File: src/rtl/serial_arbiter_if.sv
// Stream bundle for serial_arbiter: two transmit requesters (CPU, debug),
// two receive consumers, and the byte link to/from the serial interface.
// The slave modport is the arbiter's view and the master modport is the
// surrounding system's view.
interface serial_arbiter_if;
  logic [7:0] c_wdata;
  logic       c_wvalid;
  logic       c_wready;
  logic [7:0] d_wdata;
  logic       d_wvalid;
  logic       d_wready;
  logic [7:0] c_rdata;
  logic       c_rvalid;
  logic       c_rready;
  logic [7:0] d_rdata;
  logic       d_rvalid;
  logic       d_rready;
  logic [7:0] s_odata;
  logic       s_ovalid;
  logic       s_oready;
  logic [7:0] s_idata;
  logic       s_ivalid;
  logic       s_iready;

  modport slave (
    input  c_wdata, c_wvalid, d_wdata, d_wvalid,
    input  c_rready, d_rready, s_oready, s_idata, s_ivalid,
    output c_wready, d_wready, c_rdata, c_rvalid, d_rdata, d_rvalid,
    output s_odata, s_ovalid, s_iready
  );

  modport master (
    output c_wdata, c_wvalid, d_wdata, d_wvalid,
    output c_rready, d_rready, s_oready, s_idata, s_ivalid,
    input  c_wready, d_wready, c_rdata, c_rvalid, d_rdata, d_rvalid,
    input  s_odata, s_ovalid, s_iready
  );
endinterface

File: src/rtl/serial_arbiter.sv
// serial_arbiter: merges CPU and debug transmit streams onto one serial byte
// stream with fair alternation on contention, and routes received bytes to
// the CPU or debug consumer.
// Optional feature macro: SERIAL_ARB_ESCAPE_EN -- in-band escape commands
// (ESC_BYTE followed by 00/01) select the receive owner. Without it every
// received byte goes to the CPU and rx_owner is tied to 0.
module serial_arbiter #(
  parameter logic [7:0] ESC_BYTE = 8'h1B
) (
  input  logic        clk,
  input  logic        nrst,
  serial_arbiter_if.slave bus,
  output logic        rx_owner
);

  // ---------------- transmit ----------------
  logic       tx_full;
  logic [7:0] tx_data;
  logic       last_grant;   // 0 CPU, 1 debug; reset to 1 so CPU wins first tie
  logic       tx_load_ok;
  logic       grant_c;
  logic       grant_d;
  logic       tx_load;

  // Alternating grant: on contention the requester not served last wins.
  always_comb begin
    tx_load_ok = !tx_full | bus.s_oready;
    grant_c    = bus.c_wvalid & (!bus.d_wvalid | last_grant);
    grant_d    = bus.d_wvalid & (!bus.c_wvalid | !last_grant);
    tx_load    = tx_load_ok & (grant_c | grant_d);
  end

  assign bus.c_wready = tx_load_ok & grant_c;
  assign bus.d_wready = tx_load_ok & grant_d;
  assign bus.s_ovalid = tx_full;
  assign bus.s_odata  = tx_data;

  // Single output register; a drain and a reload can share one edge.
  always_ff @(posedge clk or negedge nrst) begin
    if (!nrst) begin
      tx_full    <= 1'b0;
      tx_data    <= 8'h00;
      last_grant <= 1'b1;
    end else if (tx_load) begin
      tx_full    <= 1'b1;
      tx_data    <= grant_d ? bus.d_wdata : bus.c_wdata;
      last_grant <= grant_d;
    end else if (bus.s_oready) begin
      tx_full    <= 1'b0;
    end
  end

  // ---------------- receive ----------------
  logic       rx_full;
  logic [7:0] rx_data;
  logic       rx_dest;      // destination latched with the byte
  logic       dest_ready;
  logic       rx_accept;
  logic       rx_drain;
  logic       rx_store;     // accepted byte is payload, not a command

  // Accept whenever the holding register is empty or draining this edge.
  always_comb begin
    dest_ready = rx_dest ? bus.d_rready : bus.c_rready;
    rx_drain   = rx_full & dest_ready;
    rx_accept  = bus.s_ivalid & bus.s_iready;
  end

  assign bus.s_iready = !rx_full | dest_ready;
  assign bus.c_rdata  = rx_data;
  assign bus.d_rdata  = rx_data;
  assign bus.c_rvalid = rx_full & !rx_dest;

`ifdef SERIAL_ARB_ESCAPE_EN
  localparam logic [0:0] ROUTE = 1'b0;
  localparam logic [0:0] ESC   = 1'b1;

  logic [0:0] esc_state;
  logic [0:0] esc_state_nxt;
  logic       owner_nxt;

  // Escape decoder: ESC_BYTE opens a command, the next byte selects the
  // owner, is a literal ESC_BYTE, or is dropped.
  always_comb begin
    esc_state_nxt = esc_state;
    owner_nxt     = rx_owner;
    rx_store      = 1'b0;
    if (rx_accept) begin
      case (esc_state)
        ROUTE: begin
          if (bus.s_idata == ESC_BYTE) esc_state_nxt = ESC;
          else                         rx_store      = 1'b1;
        end
        default: begin
          esc_state_nxt = ROUTE;
          if (bus.s_idata == 8'h00)          owner_nxt = 1'b0;
          else if (bus.s_idata == 8'h01)     owner_nxt = 1'b1;
          else if (bus.s_idata == ESC_BYTE)  rx_store  = 1'b1;
        end
      endcase
    end
  end

  // Owner change only affects bytes accepted after the command byte.
  always_ff @(posedge clk or negedge nrst) begin
    if (!nrst) begin
      esc_state <= ROUTE;
      rx_owner  <= 1'b0;
    end else begin
      esc_state <= esc_state_nxt;
      rx_owner  <= owner_nxt;
    end
  end

  assign bus.d_rvalid = rx_full & rx_dest;
`else
  assign rx_store     = rx_accept;
  assign rx_owner     = 1'b0;
  assign bus.d_rvalid = 1'b0;
`endif

  // Receive holding register; load wins over drain so rx_full stays set.
  always_ff @(posedge clk or negedge nrst) begin
    if (!nrst) begin
      rx_full <= 1'b0;
      rx_data <= 8'h00;
      rx_dest <= 1'b0;
    end else if (rx_store) begin
      rx_full <= 1'b1;
      rx_data <= bus.s_idata;
      rx_dest <= rx_owner;
    end else if (rx_drain) begin
      rx_full <= 1'b0;
    end
  end

endmodule

File: src/flat_wrapper.sv
// flat-port wrapper written by rule: the top's interface ports become plain ports
module serial_arbiter_flat 
#(
  parameter logic [7:0] ESC_BYTE = 8'h1B
)
  (clk, nrst, rx_owner, bus_c_wdata, bus_c_wvalid, bus_d_wdata, bus_d_wvalid, bus_c_rready, bus_d_rready, bus_s_oready, bus_s_idata, bus_s_ivalid, bus_c_wready, bus_d_wready, bus_c_rdata, bus_c_rvalid, bus_d_rdata, bus_d_rvalid, bus_s_odata, bus_s_ovalid, bus_s_iready);
  serial_arbiter_if bus_i ();
  input  logic clk;
  input  logic nrst;
  output logic rx_owner;
  input wire logic [$bits(bus_i.c_wdata)-1:0] bus_c_wdata;
  input wire logic [$bits(bus_i.c_wvalid)-1:0] bus_c_wvalid;
  input wire logic [$bits(bus_i.d_wdata)-1:0] bus_d_wdata;
  input wire logic [$bits(bus_i.d_wvalid)-1:0] bus_d_wvalid;
  input wire logic [$bits(bus_i.c_rready)-1:0] bus_c_rready;
  input wire logic [$bits(bus_i.d_rready)-1:0] bus_d_rready;
  input wire logic [$bits(bus_i.s_oready)-1:0] bus_s_oready;
  input wire logic [$bits(bus_i.s_idata)-1:0] bus_s_idata;
  input wire logic [$bits(bus_i.s_ivalid)-1:0] bus_s_ivalid;
  output wire logic [$bits(bus_i.c_wready)-1:0] bus_c_wready;
  output wire logic [$bits(bus_i.d_wready)-1:0] bus_d_wready;
  output wire logic [$bits(bus_i.c_rdata)-1:0] bus_c_rdata;
  output wire logic [$bits(bus_i.c_rvalid)-1:0] bus_c_rvalid;
  output wire logic [$bits(bus_i.d_rdata)-1:0] bus_d_rdata;
  output wire logic [$bits(bus_i.d_rvalid)-1:0] bus_d_rvalid;
  output wire logic [$bits(bus_i.s_odata)-1:0] bus_s_odata;
  output wire logic [$bits(bus_i.s_ovalid)-1:0] bus_s_ovalid;
  output wire logic [$bits(bus_i.s_iready)-1:0] bus_s_iready;
  assign bus_i.c_wdata = bus_c_wdata;
  assign bus_i.c_wvalid = bus_c_wvalid;
  assign bus_i.d_wdata = bus_d_wdata;
  assign bus_i.d_wvalid = bus_d_wvalid;
  assign bus_i.c_rready = bus_c_rready;
  assign bus_i.d_rready = bus_d_rready;
  assign bus_i.s_oready = bus_s_oready;
  assign bus_i.s_idata = bus_s_idata;
  assign bus_i.s_ivalid = bus_s_ivalid;
  assign bus_c_wready = bus_i.c_wready;
  assign bus_d_wready = bus_i.d_wready;
  assign bus_c_rdata = bus_i.c_rdata;
  assign bus_c_rvalid = bus_i.c_rvalid;
  assign bus_d_rdata = bus_i.d_rdata;
  assign bus_d_rvalid = bus_i.d_rvalid;
  assign bus_s_odata = bus_i.s_odata;
  assign bus_s_ovalid = bus_i.s_ovalid;
  assign bus_s_iready = bus_i.s_iready;
  serial_arbiter #(.ESC_BYTE(ESC_BYTE)) u_core (.clk(clk), .nrst(nrst), .bus(bus_i), .rx_owner(rx_owner));
endmodule
File: config.mk
export PLATFORM = sky130hd
export DESIGN_NAME = serial_arbiter_flat
export DESIGN_NICKNAME = d
export VERILOG_FILES = /design/src/rtl/serial_arbiter_if.sv /design/src/rtl/serial_arbiter.sv /design/src/flat_wrapper.sv
export SDC_FILE = /design/constraint.sdc
export NUM_CORES = 1
export LEC_CHECK = 0
export BUFFER_PORTS_ARGS = -buffer_cell sky130_fd_sc_hd__buf_2
export CORE_UTILIZATION = 36
export CTS_CLUSTER_SIZE = 14
export DETAILED_ROUTE_END_ITERATION = 12
export PLACE_DENSITY = 0.73
export REMOVE_ABC_BUFFERS = 1
export SKIP_CTS_REPAIR_TIMING = 1
export SLEW_MARGIN = 15
export SYNTH_ARGS = -nofsm -noshare
export SYNTH_HDL_FRONTEND = slang
export SYNTH_SLANG_ARGS = --single-unit
export TNS_END_PERCENT = 1
File: constraint.sdc
create_clock -name clk -period 1.4 [get_ports clk]
set_input_delay 0.07 -clock clk [delete_from_list [all_inputs] [get_ports clk]]
set_output_delay 0.07 -clock clk [all_outputs]
set_load 0.05 [all_outputs]
After elaboration in Yosys (flattened, before gate mapping). Cells that the tools add are included. Widths: inputs -> output; s select.

Output and inout bits: 31. Bits in registers: 19.

Mux-type cells: 5. Reduce and logical (&&, ||, !) cells: 7. Bitwise operators: 12.

Operator list (number): $mux 8 (1); $and 1x1->1 (7); $logic_not 1->1 (5); $or 1x1->1 (5); $mux 1 (4); $reduce_bool 2->1 (2).

Logic depth before layout (Yosys ltp).
Word-level depth: 6. Depth in mapped cells: 3.

Worst setup path after synthesis. Ideal clock, no wire load.

Path kind: register -> register. Start: register u_core.rx_full. End: register u_core.rx_data[0], in the netlist u_core.bus.c_rdata[0]. Library setup time: 0.125 ns. Required time: 1.275 ns. Slack: -0.504 ns. Data arrival time: 1.779 ns. Cell stages (with the launch flop): 4. Buffers on the path: 0. Cells stage by stage: dfrtp_1 > nand2b_1 > nand2_1 > mux2_2.

Word-level cells in the longest chain between the ends: 3.

Ends and longest elaborated chain: start: declaration (line serial_arbiter.sv:54) `logic rx_full;`; start signal: assignment (line serial_arbiter.sv:125) `rx_full <= 1'b0;`; start signal: assignment (line serial_arbiter.sv:129) `rx_full <= 1'b1;`; start signal: assignment (line serial_arbiter.sv:133) `rx_full <= 1'b0;`; $logic_not 1->1 (line serial_arbiter.sv:69) `assign bus.s_iready = !rx_full | dest_ready;`; $or 1x1->1 (line serial_arbiter.sv:69); net bus_s_iready (line flat_wrapper.sv:28) `output wire logic [$bits(bus_i.s_iready)-1:0] bus_s_iready;`; $and 1x1->1 (line serial_arbiter.sv:66) `rx_accept = bus.s_ivalid & bus.s_iready;`; end signal: assignment (line serial_arbiter.sv:130) `rx_data <= bus.s_idata;`; end: declaration (line serial_arbiter.sv:55) `logic [7:0] rx_data;`.

The timed path passes the listed nets, and every way through them passes these cells. A chain may end at the register's enable or synchronous reset.

Worst setup path in the final report.
Start: register u_core.last_grant. End: register u_core.tx_data[0], in the netlist u_core.bus.s_odata[0].

Word-level cells in the longest chain between the ends: 5. Elaborated cells on any way between the ends: 8. Those cells by class: mux (1); bitwise (6); reduce/logical (1).

Ends and longest elaborated chain: start: declaration (line serial_arbiter.sv:19) `logic last_grant;`; start signal: assignment (line serial_arbiter.sv:47) `last_grant <= grant_d;`; $logic_not 1->1 (line serial_arbiter.sv:29) `grant_d = bus.d_wvalid & (!bus.c_wvalid | !last_grant);`; $or 1x1->1 (line serial_arbiter.sv:29); $and 1x1->1 (line serial_arbiter.sv:29); $or 1x1->1 (line serial_arbiter.sv:30) `tx_load = tx_load_ok & (grant_c | grant_d);`; $and 1x1->1 (line serial_arbiter.sv:30); end signal: assignment (line serial_arbiter.sv:46) `tx_data <= grant_d ? bus.d_wdata : bus.c_wdata;`; end: declaration (line serial_arbiter.sv:18) `logic [7:0] tx_data;`.

Several ways; a longest one is shown, not always the timed one.

==> run summary <==
Status - finished, violations left
Failing checks - negative setup slack
Max FO, Critical Path - 6
Min-delay src - bus_s_idata[1]
Antenna violations before repair - 0
Clock Latency Late Sink - 0.28 ns
Largest net degree at the start of global routing - 20
Clk sink count - 19
Crit. End Element - register
CP Launch Type - register
Mapped cell area - 914.6 um2
Peak Freq - 692.1 MHz
Total track usage - 13.39%
# Max-Cap Violations - 0
PD cells - 1394 mW/mm2
Register area share after synthesis - 52.12%
Setup violators final - 8
Share of layout cells above drive strength 1 - 69.70%
Hold slack final - 0.01650 ns
CTS Buffer Depth - 2
Via Count - 736
RSZ-0062 raised after global routing - yes
Final ANT Viol Nets - 0
Clock skew - 0.002591 ns
Final hold violation count - 0
Vias in the first global route - 624
Reg area - 476.7 um2
Crit path required time - 1.58 ns
Flops & latches, synth - 19
Row cnt - 17
Syn Inst Count - 67
Post-Route Setup TNS - -0.2645 ns
Fin nets - 165
Detailed-route wire length - 1.748 mm
Reg2Reg Launch Point - u_core.last_grant
Clock Pin Slew Worst Setup and Hold Paths - 0.10 ns
Crit path kind - register to register
Most common cell after layout, fill and taps aside - buf_2
Root Driver - clkbuf_4
Leak - 0.6881 nW
HPWL after DPL - 1.285 mm
First-pass GRT wire length - 2.615 mm
DRT iter0 DRCs - 6
Synth Warn # - 0
CTS tree - done
Height of the die - 52.41 um
Grt total ovfl - 0
Area of the multi-input gates - 385.4 um2
Final critical-path share of the clock period - 103.2%
GPL Wtd Cong - 0.6758
Residual DRC - 0
Final setup slack of the worst path - -0.04492 ns
Data arrival time of the worst path - 1.62 ns
Core area - 0.002297 mm2
Crit. Startpoint - u_core.last_grant
Via density per instance - 4.600
Synthesis-to-layout area growth - 47.33%
First-pass DRT Iterations - 4
Worst min path class - primary input to register
Slew Limit Fails - 0
Mean post-synth cell area - 13.65 um2
Number of diodes - 0
Input/output buffers - 59
Yosys top cell by area - dfrtp_1
R2R setup slack - -0.04 ns
Total CTS buffers - 3
WL/cell - 10.93 um
Die X - 52.41 um
Io pins - 63
Initial Util - 39.81%
Commonest cells after routing, fill and taps aside - buf_2 (58), dfrtp_1 (18), mux2_2 (16), dlygate4sd3_1 (8), mux2_4 (6)
FILL cells - 186
H-tree Lvls - 1
Maximum vdd drop - 1.009 mV
Synth top area share - 49.25%
Post-synth cell types - 15
DIE AREA - 0.002746 mm2
Ranking of synthesized cells by area - dfrtp_1 (49%), mux2_2 (20%), mux2_1 (8.6%)
Fin crit period - 1.445 ns
[synth_stat cells, drive strengths merged]
| master | instances |
|---|---|
| and2 | 1 |
| a31oi | 1 |
| nand2b | 3 |
| dfrtp | 18 |
| dfstp | 1 |
| mux2 | 24 |
| a21oi | 2 |
| a21boi | 1 |
| buf | 10 |
| inv | 1 |
| nand2 | 3 |
| o21ai | 1 |
| conb | 1 |
[report_power, final]
group / switching, W / internal, W / leakage [nW]
sequential: 0.0000557 / 0.000648 / 0.219
clock: 0.000148 / 0.000111 / 0.0150
combinational: 0.000631 / 0.000286 / 0.454
[through the flow]
stage          cells  utilization (%)  setup slack, ns  instance area (um2)  total power [W]
2_1_floorplan     58                -          -0.5049                843.3         0.001344
3_3_place_gp     146            51.42         0.006125                 1181         0.001553
3_5_place_dp     146            51.42         -0.02756                 1181         0.001567
4_1_cts          150            52.56          -0.1185                 1207         0.001836
5_1_grt          160            58.66         -0.06978                 1348         0.001994
6_report         160            58.66         -0.04492                 1348         0.001878
[sequential cells by signal, summed over array words and instances (netlist names)]
| register | cells |
|---|---|
| u_core.bus.c_rdata | 8 |
| u_core.bus.s_odata | 8 |
| u_core.bus.s_ovalid | 1 |
| u_core.last_grant | 1 |
| u_core.rx_full | 1 |
[cell type report]
type | instances | share of cell area (%)
multi-input combinational | 38 | 28.60
inverter | 1 | 0.2786
sequential | 19 | 35.38
timing repair buffer | 70 | 31.20
tap | 28 | 2.600
clock buffer | 4 | 1.950
[path summary, 6_finish.rpt]
kind | end | cells after the start
max in group asynchronous | u_core.last_grant | 2
max reg2reg | u_core.bus.s_odata[0] | 4
min reg2reg | u_core.bus.s_odata[6] | 1
min in group asynchronous | u_core.bus.s_odata[1] | 2
max | u_core.bus.s_odata[0] | 4
min | u_core.bus.c_rdata[1] | 2
[metal layers]
metal | vias to the layer above | GRT usage (%) | share of wire [%] | routed length [um]
li1 | 349 | - | - | -
met1 | 335 | 16.09 | 40 | 695
met2 | 50 | 21.10 | 50 | 870
met3 | 2 | 3.768 | 9.6 | 168
met4 | 0 | 7.895 | 0.74 | 13
met5 | - | 0 | 0 | 0
[worst max-delay path, stage by stage (launching register included)]
cell	delay (ns)
dfstp_2	0.57
a21boi_4	0.08
buf_12	0.14
mux2_4	0.29
mux2_2	0.26
[kinds of logic after synthesis]
kind of cell / Yosys count / synth area share (%)
flops: 19 / 52.12
compound gates: 5 / 4.789
mux: 24 / 29.96
other cells: 1 / 0.4100
buf+inv: 11 / 8.618
simple gates: 7 / 4.104
Note: power is estimated with default switching activity, not from simulation.
